[config.mk]
export PLATFORM = sky130hd
export DESIGN_NAME = pcm_sample_fifo
export DESIGN_NICKNAME = d
export VERILOG_FILES = /design/src/rtl/pcm_sample_fifo.sv
export SDC_FILE = /design/constraint.sdc
export NUM_CORES = 1
export LEC_CHECK = 0
export CELL_PAD_IN_SITES_DETAIL_PLACEMENT = 1
export CELL_PAD_IN_SITES_GLOBAL_PLACEMENT = 1
export CORE_MARGIN = 2
export CORE_UTILIZATION = 35
export DETAILED_ROUTE_END_ITERATION = 10
export PLACE_DENSITY_LB_ADDON = 0.1
export SLEW_MARGIN = 10
export SYNTH_ARGS = -nofsm -noshare
export SYNTH_HDL_FRONTEND = slang
export SYNTH_SLANG_ARGS = --single-unit
[constraint.sdc]
create_clock -name Clock -period 5.4 [get_ports Clock]
set_input_delay 1.62 -clock Clock [delete_from_list [all_inputs] [get_ports Clock]]
set_output_delay 1.62 -clock Clock [all_outputs]
set_load 0.01 [all_outputs]
[src/rtl/pcm_sample_fifo.sv]
// pcm_sample_fifo
// ---------------
// Output buffer for the decimating FIR. Each cycle with Push high is one
// attempt to store Din; stored samples are handed to the consumer in order
// over a valid/ready handshake. The head of the queue is presented
// first-word-fall-through: Dout shows the oldest sample whenever Valid is
// high, and it changes only when that sample is popped.
//
// When the buffer is full and nothing leaves in the same cycle, the pushed
// sample is dropped. Overflow records that this has happened, and OvfCount
// counts the drops up to its maximum value. ClearOvf resets both.
//
// Ports
//   Clock     in   system clock; all state changes on the rising edge
//   Reset     in   synchronous, active-high reset
//   Din       in   [WIDTH]          sample from the FIR
//   Push      in   write attempt for Din this cycle
//   Dout      out  [WIDTH]          head-of-queue sample (0 when empty)
//   Valid     out  Dout holds a sample
//   Ready     in   consumer takes Dout this cycle
//   Level     out  [$clog2(DEPTH)+1] occupancy, 0..DEPTH
//   Full      out  Level == DEPTH
//   Empty     out  Level == 0
//   Overflow  out  sticky drop flag
//   OvfCount  out  [OVF_W]          saturating count of dropped pushes
//   ClearOvf  in   clears Overflow and OvfCount on the next edge
//
// DEPTH must be a power of two and at least 2, so that the pointers wrap
// from DEPTH-1 back to 0 without any explicit compare.

module pcm_sample_fifo #(
  parameter int WIDTH = 16,
  parameter int DEPTH = 8,
  parameter int OVF_W = 8
) (
  input  logic                       Clock,
  input  logic                       Reset,
  input  logic [WIDTH-1:0]           Din,
  input  logic                       Push,
  output logic [WIDTH-1:0]           Dout,
  output logic                       Valid,
  input  logic                       Ready,
  output logic [$clog2(DEPTH):0]     Level,
  output logic                       Full,
  output logic                       Empty,
  output logic                       Overflow,
  output logic [OVF_W-1:0]           OvfCount,
  input  logic                       ClearOvf
);

  localparam int PTR_W = $clog2(DEPTH);
  localparam int LVL_W = PTR_W + 1;

  // Sample storage. It is never reset; the pointers and the level alone
  // decide which entries are meaningful.
  logic [WIDTH-1:0] mem [DEPTH];

  logic [PTR_W-1:0] wr_ptr;
  logic [PTR_W-1:0] rd_ptr;
  logic [LVL_W-1:0] level_q;
  logic             overflow_q;
  logic [OVF_W-1:0] ovf_count_q;

  logic             is_full;
  logic             is_empty;
  logic             pop;
  logic             wr;
  logic             drop;
  logic             ovf_count_sat;

  // Status comes from the registered level only, so none of the outputs
  // below has a combinational path from any input.
  assign is_full  = (level_q == LVL_W'(DEPTH));
  assign is_empty = (level_q == '0);

  // Pop needs Valid, so Ready on an empty buffer moves nothing.
  assign pop  = !is_empty && Ready;

  // A full buffer still accepts a push when the head leaves in the same
  // cycle: the freed slot is reused immediately and the level holds.
  assign wr   = Push && (!is_full || pop);
  assign drop = Push && is_full && !pop;

  assign ovf_count_sat = &ovf_count_q;

  // Storage write. It is gated by Reset so that a Push arriving in the
  // reset cycle leaves no trace, even in the unreset array.
  always_ff @(posedge Clock) begin
    if (!Reset && wr) begin
      mem[wr_ptr] <= Din;
    end
  end

  // Pointers and occupancy.
  always_ff @(posedge Clock) begin
    if (Reset) begin
      wr_ptr  <= '0;
      rd_ptr  <= '0;
      level_q <= '0;
    end else begin
      if (wr) begin
        wr_ptr <= wr_ptr + PTR_W'(1);
      end
      if (pop) begin
        rd_ptr <= rd_ptr + PTR_W'(1);
      end
      unique case ({wr, pop})
        2'b10:   level_q <= level_q + LVL_W'(1);
        2'b01:   level_q <= level_q - LVL_W'(1);
        default: level_q <= level_q;
      endcase
    end
  end

  // Drop tracking. A drop in the same cycle as ClearOvf wins: the clear
  // wipes the old history, and the new drop is the first one counted
  // afterwards.
  always_ff @(posedge Clock) begin
    if (Reset) begin
      overflow_q  <= 1'b0;
      ovf_count_q <= '0;
    end else if (drop) begin
      overflow_q <= 1'b1;
      if (ClearOvf) begin
        ovf_count_q <= OVF_W'(1);
      end else if (!ovf_count_sat) begin
        ovf_count_q <= ovf_count_q + OVF_W'(1);
      end
    end else if (ClearOvf) begin
      overflow_q  <= 1'b0;
      ovf_count_q <= '0;
    end
  end

  // First-word-fall-through head. It is forced to zero while empty, so a
  // stale storage entry is never shown with Valid low.
  assign Dout     = is_empty ? '0 : mem[rd_ptr];
  assign Valid    = !is_empty;
  assign Level    = level_q;
  assign Full     = is_full;
  assign Empty    = is_empty;
  assign Overflow = overflow_q;
  assign OvfCount = ovf_count_q;

endmodule

Word level (Yosys, flattened, before mapping)
Memories as Yosys holds them, arrays and structs flattened. A register that Yosys moved wholly into a read port is not among the register bits.
Cells that the tools add are included.
- output and inout port bits: 32
- bits of input ports: 21
- memory bits (writable): 128
- bits in registers: 19
- memories kept: 1
- add/subtract/negate cells: 5
- reductions and logical operators: 15
- equal/unequal tests: 4
- muxes and demuxes: 12
- memories (memory ; words ; width ; rd ports ; clocked after Yosys merged registers in ; wr ports ; RTL line ; source):
    mem ; 8 ; 16 ; 1 ; 1 ; 1 ; 56 ; logic [WIDTH-1:0] mem [DEPTH];
- operators with widths (operator ; number):
    $mux 8 ; 4
    $mux 16 ; 1
    $add 8x1->8 const B ; 1
    $pmux 4 s2 ; 1
    $reduce_and 8->1 ; 1
    $add 3x1->3 const B ; 2
    $mux 3 ; 2
    $logic_and 1x1->1 ; 5
    $add 4x1->4 const B ; 1
    $eq 4x4->1 const B ; 1
    $logic_not 1->1 ; 4
    $logic_not 4->1 ; 1
    $mux 1 ; 4
    $reduce_bool 2->1 ; 2
    $sub 4x1->4 const B ; 1
    $eq 2x1->1 const B ; 1
    $eq 2x2->1 const B ; 1
    $ne 2x2->1 const B ; 1
    $reduce_and 2->1 ; 1
    $logic_or 1x1->1 ; 1

Depth between registers and ports, before layout
Gate-level depths: netlist of the first run.
- depth after elaboration: 8
- gate-level depth with buffers: 9
- mapped depth without buffers: 7

Least setup slack after synthesis of the first run
No wires, ideal clock.
- path type: input to register
- start: in Push
- end: mem mem[2][0] (enable)
- stages: 4
- required time: 4964 ps
- path buffers: 1
- arrival: 3943 ps
- library setup time: 436 ps
- setup slack: 1021 ps
- cell sequence: buf_2 -> o21ai_2 -> or2_2 -> nor4b_1
- word-level cells in the longest chain between the ends: 4
- RTL lines (element ; RTL line ; source):
    start: declaration ; 39 ; input logic Push,
    $logic_and 1x1->1 ; 81 ; assign wr = Push && (!is_full || pop);
    $logic_and 1x1->1 ; 89 ; if (!Reset && wr) begin
    $mux 1 ; 89 ;
    $mux 1 (not written as such) ; 90 ; mem[wr_ptr] <= Din;
    end: declaration ; 56 ;
No other way between the ends.

Final worst setup path of the first run
- start: reg level_q[1] (netlist: Level[1])
- end: out Dout[1]
- word-level cells in the longest chain between the ends: 2
- RTL lines (element ; RTL line ; source):
    start: declaration ; 60 ; logic [LVL_W-1:0] level_q;
    start signal: assignment ; 108 ; 2'b10: level_q <= level_q + LVL_W'(1);
    start signal: assignment ; 109 ; 2'b01: level_q <= level_q - LVL_W'(1);
    start signal: assignment ; 110 ; default: level_q <= level_q;
    $logic_not 4->1 ; 74 ; assign is_empty = (level_q == '0);
    $mux 16 ; 137 ; assign Dout = is_empty ? '0 : mem[rd_ptr];
    end: declaration ; 40 ; output logic [WIDTH-1:0] Dout,
No other way between the ends.

==> results of run 1 <==
==> kinds of logic after synthesis <==
| family | after synthesis | synth area share, % |
|---|---|---|
| AOI/OAI and AO/OA | 34 | 4.28 |
| buffers and inverters | 23 | 1.80 |
| xor gates and xnor gates | 5 | 0.724 |
| adders and majority gates | 4 | 0.827 |
| and+or+nand+nor | 78 | 6.86 |
| muxes | 49 | 14.7 |
| DFF | 150 | 70.8 |
==> metal layers <==
layer,global-route usage [%],wire (um)
met5,0,0
met4,5.73,223
met3,3.85,419
met2,24.7,6510
met1,19.9,5730
==> critical path, stage by stage (launching register included) <==
cell	delay, ns
dfxtp_1	0.62
or4_1	0.33
clkinv_1	0.59
nor2_1	0.28
clkdlybuf4s50_1	0.56
==> flip-flops by register name, summed over array words and instances (netlist names), named ones only <==
signal / flops
Level: 4
wr_ptr: 3
OvfCount: 8
rd_ptr: 3
Overflow: 1
mem: 128
==> area by class of cell <==
class	count	area share [%]
timing repair buffer	68	8.61
sequential	150	57.6
clock buffer	20	5.87
clock inverter	12	1.18
tap	225	3.78
multi-input combinational	170	22.8
inverter	4	0.202
==> cell usage after synthesis, types with 2 or more instances <==
master	instances	area [um2]
a211oi_1	2	15.0
a21oi_1	9	45.0
a31oi_1	4	25.0
buf_2	9	45.0
clkbuf_1	7	26.3
dfxtp_1	22	440
edfxtp_1	128	3840
ha_1	4	50.1
inv_1	3	11.3
mux2i_1	17	170
mux4_2	32	721
nand2_1	10	37.5
nand2b_1	2	12.5
nand3_1	7	35.0
nand3_2	2	20.0
nor2_1	31	116
nor3_1	4	20.0
nor4_1	4	25.0
nor4b_1	3	26.3
o211ai_1	2	15.0
o21ai_0	3	15.0
o21ai_2	2	17.5
o311ai_0	2	17.5
o31ai_1	2	15.0
o41ai_1	2	17.5
or2_2	2	12.5
or4_1	3	22.5
xor2_1	4	35.0
==> worst max path at each step <==
stage | from | to | cells past startpoint | slack (ns)
detailed placement | Level[1]$_SDFFE_PP0P_ | Dout[1] | 4 | 1.32
global placement | flop | Dout[4] | 5 | 1.40
floorplan | Push | mem[2][0]$_DFFE_PP_ | 4 | 1.02
finish | Level[1]$_SDFFE_PP0P_ | Dout[1] | 4 | 0.98
global route | Level[1]$_SDFFE_PP0P_ | Dout[8] | 4 | 0.66
CTS | Level[1]$_SDFFE_PP0P_ | Dout[1] | 4 | 0.86
==> where the power goes <==
group / internal [W] / leakage [nW] / switching, W
Clock: 0.000622 / 0.251 / 0.000427
Combinational: 0.000345 / 0.725 / 0.000287
Sequential: 0.00129 / 1.34 / 0.0000631
==> per-stage QoR <==
stage,instances,total power (W),worst slack [ns]
floorplan,343,0.00177,1.02
global placement,617,0.00202,1.40
detailed placement,617,0.00203,1.32
CTS,649,0.00309,0.858
global route,649,0.00318,0.657
finish,649,0.00304,0.984
==> summary.txt, run 1 <==
Filler cells -> 1691
Max Clk Rate -> 0.226 GHz
R2R setup slack -> 3.15 ns
First-pass GRT wire length -> 20400 um
TritonCTS clock tree -> done
Worst min path class -> flop to flop
Core Area -> 0.0171 mm2
Diode count -> 0
R2R Path Start -> Level[1]$_SDFFE_PP0P_
CTS Hold Bufs -> 0
Later-pin clock latency in the skew report -> 0.41 ns
Rows -> 48
Detailed-route via count -> 3297
Clk root buf -> clkbuf_16
Initial Utilization -> 35.4%
Hold worst-path end -> rd_ptr[1]$_SDFFE_PP0N_
DR iter-0 viols -> 134
Total Die Area -> 0.0184 mm2
Hold path startpoint -> rd_ptr[1]$_SDFFE_PP0N_
EDFF count, synth -> 128
Setup tns final -> 0 ns
PortBufs -> 52
Period minus WS final -> 4.42 ns
Inserted Clock Buffers -> 17
Resize count post-CTS -> 0
Final Cycle Share -> 81.8%
Synthesized area -> 0.00605 mm2
Synth Register Bits -> 150
Register area -> 0.00429 mm2
Pwr/cell area -> 408 mW/mm2
Most frequent cells in the layout -> edfxtp_1, clkdlybuf4s50_1, mux4_2
Share of cells above drive strength 1 -> 21.5%
CTS Buffer Depth -> 2
Mean cell area of the mapped netlist -> 17.6 um2
Clock Sinks -> 150
Ports -> 53
Largest net degree at the start of global routing -> 33
FF-to-FF End -> mem[3][5]$_DFFE_PP_
Main synth FF type -> edfxtp_1
CP required -> 3.78 ns
Most common cell after layout, fill and taps aside -> edfxtp_1
Hold WS -> 0.487 ns
Status -> finished, final reports clean
Fraction of registers with async set or reset after synthesis -> 0%
Wire length per cell -> 19.9 um
CP max FO -> 17
Syn_nets -> 368
Syn. warnings -> 0
Worst Path Arrival -> 2.80 ns
Nets -> 436
Die Y-Extent -> 135 um
Hold Violations, Final -> 0
RSZ-0062 raised after global routing -> no
IR drop worst, VDD -> 0.225 mV
Final Max Slew Viols -> 0
Slew headroom -> 40.2%
Total global-route track usage -> 15.2%
Startpoint Class -> flop
Vias in the first global route -> 3543
Multi-input gate area -> 0.00169 mm2
Die W -> 135 um
WL final -> 12900 um
Mean number of vias per cell -> 5.08
DP Wirelength -> 8010 um
DRT antenna net count -> 0
Gpl congestion -> 0.723
Slew @ Worst Pin -> 0.896 ns
Area Growth Syn to Fin -> 22.9%
CTS clock-pin slew for the worst setup and hold paths -> 0.05 ns
Leakage -> 2.31 nW
Sequential share of the synthesized area -> 70.8%
# setup viols final -> 0
Reg2reg path depth -> 5
Design Area, Final -> 0.00744 mm2
Drt pass-1 iters -> 4
Hold path depth -> 2
Worst Setup End Kind -> output pin
Cell count after synthesis -> 343
Yosys cell types -> 49
Congestion Overflow GR -> 0
Fin util -> 43.5%
MaxCap Viol Count -> 0
Initial antenna violation count -> 0
Skew final -> 0.00457 ns
Post-DP Area -> 0.00692 mm2
H-tree levels -> 4
Setup repair bufs after CTS -> 0
# DRC -> 0
Critical path class -> flop to output pin
(Power assumes the default switching activity.)
==> inputs of run 2 (changes only) <==
clock period = 3.7 ns   (was 5.4 ns; I/O delays follow)
==> summary.txt, run 2 (synthesis gave the netlist of run 1 again) <==
Critical path class -> flop to output pin
CP required -> 2.59 ns
Vias in the first global route -> 3750
Total Die Area -> 0.0184 mm2
Skew final -> 0.00993 ns
Clock Sinks -> 150
Clk root buf -> clkbuf_16
Hold Violations, Final -> 0
Setup repair bufs after CTS -> 0
Biggest register -> mem
Leakage -> 2.43 nW
Clock share of power -> 38.1%
PortBufs -> 52
Drt pass-1 iters -> 4
Later-pin clock latency in the skew report -> 0.42 ns
Mean number of vias per cell -> 5.06
Final Max Slew Viols -> 0
Wire length per cell -> 19.6 um
Area Growth Syn to Fin -> 26.7%
RSZ-0062 raised after global routing -> no
CP max FO -> 10
Buffers & Inverters on Critical Path -> 2
Nets -> 447
TritonCTS clock tree -> done
CP endpoint -> Dout[11]
Initial antenna violation count -> 0
R2R setup slack -> 1.62 ns
Largest net degree at the start of global routing -> 23
Worst Path Arrival -> 2.38 ns
Combinational fraction of design power -> 21.4%
# DRC -> 0
Max reg flops -> 128
Slowest cell on the critical path -> dfxtp_1
Rows -> 48
Ports -> 53
Inserted Clock Buffers -> 17
CTS clock-pin slew for the worst setup and hold paths -> 0.06 ns
Total global-route track usage -> 15.4%
CTS Hold Bufs -> 0
CTS Buffer Depth -> 2
CP peak stage delay -> 0.71 ns
Initial Utilization -> 35.4%
Slew headroom -> 49.9%
Internal Power -> 0.00362 W
Worst Setup End Kind -> output pin
Most common cell after layout, fill and taps aside -> edfxtp_1
First-pass GRT wire length -> 20600 um
Worst min path class -> flop to flop
Hold path startpoint -> Overflow$_SDFFE_PP0P_
Die W -> 135 um
Congestion Overflow GR -> 0
DRT antenna net count -> 0
Worst setup margin -> 0.214 ns
P_sw -> 0.00116 W
DP Wirelength -> 8390 um
Final Cycle Share -> 94.2%
Levels on crit path -> 5
Pwr/cell area -> 623 mW/mm2
IR drop worst, VDD -> 0.356 mV
Most frequent cells in the layout -> edfxtp_1, clkdlybuf4s50_1, mux4_2
Startpoint Class -> flop
Setup tns final -> 0 ns
DR iter-0 viols -> 129
Period minus WS final -> 3.49 ns
WL final -> 12900 um
Die Y-Extent -> 135 um
Cells along the critical path -> buf_4 -> mux4_2 -> mux2i_1 -> nor2_1 -> clkdlybuf4s50_1
FF-to-FF End -> Level[2]$_SDFFE_PP0P_
Cell family with most CP delay -> buffers and inverters
Detailed-route via count -> 3337
# setup viols final -> 0
Reg2reg path depth -> 6
Post-Place Setup Slack -> 0.379 ns
Status -> finished, final reports clean
Diode count -> 0
H-tree levels -> 4
Slew @ Worst Pin -> 0.746 ns
Gpl congestion -> 0.717
Core Area -> 0.0171 mm2
Resize count post-CTS -> 1
Switching share of power -> 24.2%
MaxCap Viol Count -> 0
Reg power frac -> 40.5%
Max Clk Rate -> 0.287 GHz
Share of cells above drive strength 1 -> 24.1%
R2R Path Start -> Level[3]$_SDFFE_PP0P_
-- run 2: cell types whose count changed in the layout (fill, tap and decap cells not counted) --
cell        before  now
nor4b_4          0    1
clkinv_1         6    2
clkinvlp_4       2    1
clkinv_4         1    0
dfxtp_4          0    1
buf_4           16   24
dfxtp_2          1    0
bufinv_16        1    5
clkinv_2         3    4
clkbuf_1         3    4
nor4b_2          2    1
buf_12           0    3
-- run 2: how the worst min path moves through the flow --
stage / endpoint / slack, ns / depth (start not counted)
after floorplan: flop / 0.45 / 2
after detailed placement: Overflow$_SDFFE_PP0P_ / 0.48 / 2
after global placement: Overflow$_SDFFE_PP0P_ / 0.47 / 2
after CTS: Overflow$_SDFFE_PP0P_ / 0.49 / 2
after global routing: Overflow$_SDFFE_PP0P_ / 0.52 / 2
final: Overflow$_SDFFE_PP0P_ / 0.49 / 2
-- run 2: final cells by class --
type                       instances  area, um2
clock buffer                      21        440
clock inverter                    11        180
fill                            1664       9450
inverter                           4       16.3
multi-input combinational        170       1700
sequential                       150       4290
tap                              225        282
timing repair buffer              79        761
-- run 2: metrics by stage --
stage | total power [W] | hold slack (ns) | instance area, um2 | instances | util, %
floorplan | 0.00258 | 0.454 | 6060 | 343 | -
global placement | 0.00300 | 0.469 | 7050 | 628 | 41.2
detailed placement | 0.00302 | 0.476 | 7050 | 628 | 41.2
CTS | 0.00486 | 0.491 | 7670 | 660 | 44.8
global route | 0.00499 | 0.516 | 7670 | 660 | 44.8
finish | 0.00478 | 0.487 | 7670 | 660 | 44.8
-- run 2: per-layer routing --
metal,up-vias,global-route usage [%],routed length [um]
met2,52,26.6,6730
met4,0,5.90,218
met5,-,0,0
met1,1728,18.9,5590
li1,1541,-,-
met3,16,3.48,364
-- run 2: power groups by stage --
stage               Sequential (W)  Clock, W  Combinational, W
floorplan                  0.00195         0          0.000635
global placement           0.00197         0           0.00103
detailed placement         0.00197         0           0.00105
CTS                        0.00193   0.00186           0.00106
global route               0.00194   0.00193           0.00113
finish                     0.00193   0.00182           0.00102
-- run 2: worst register-to-register path: cells and delay by family, from the launching register on --
| family | cells | cell delay [ns] |
|---|---|---|
| xor+xnor | 1 | 0.09 |
| simple gates | 2 | 0.91 |
| compound gates | 2 | 0.44 |
| fa+ha+maj | 1 | 0.21 |
| flops | 1 | 0.31 |
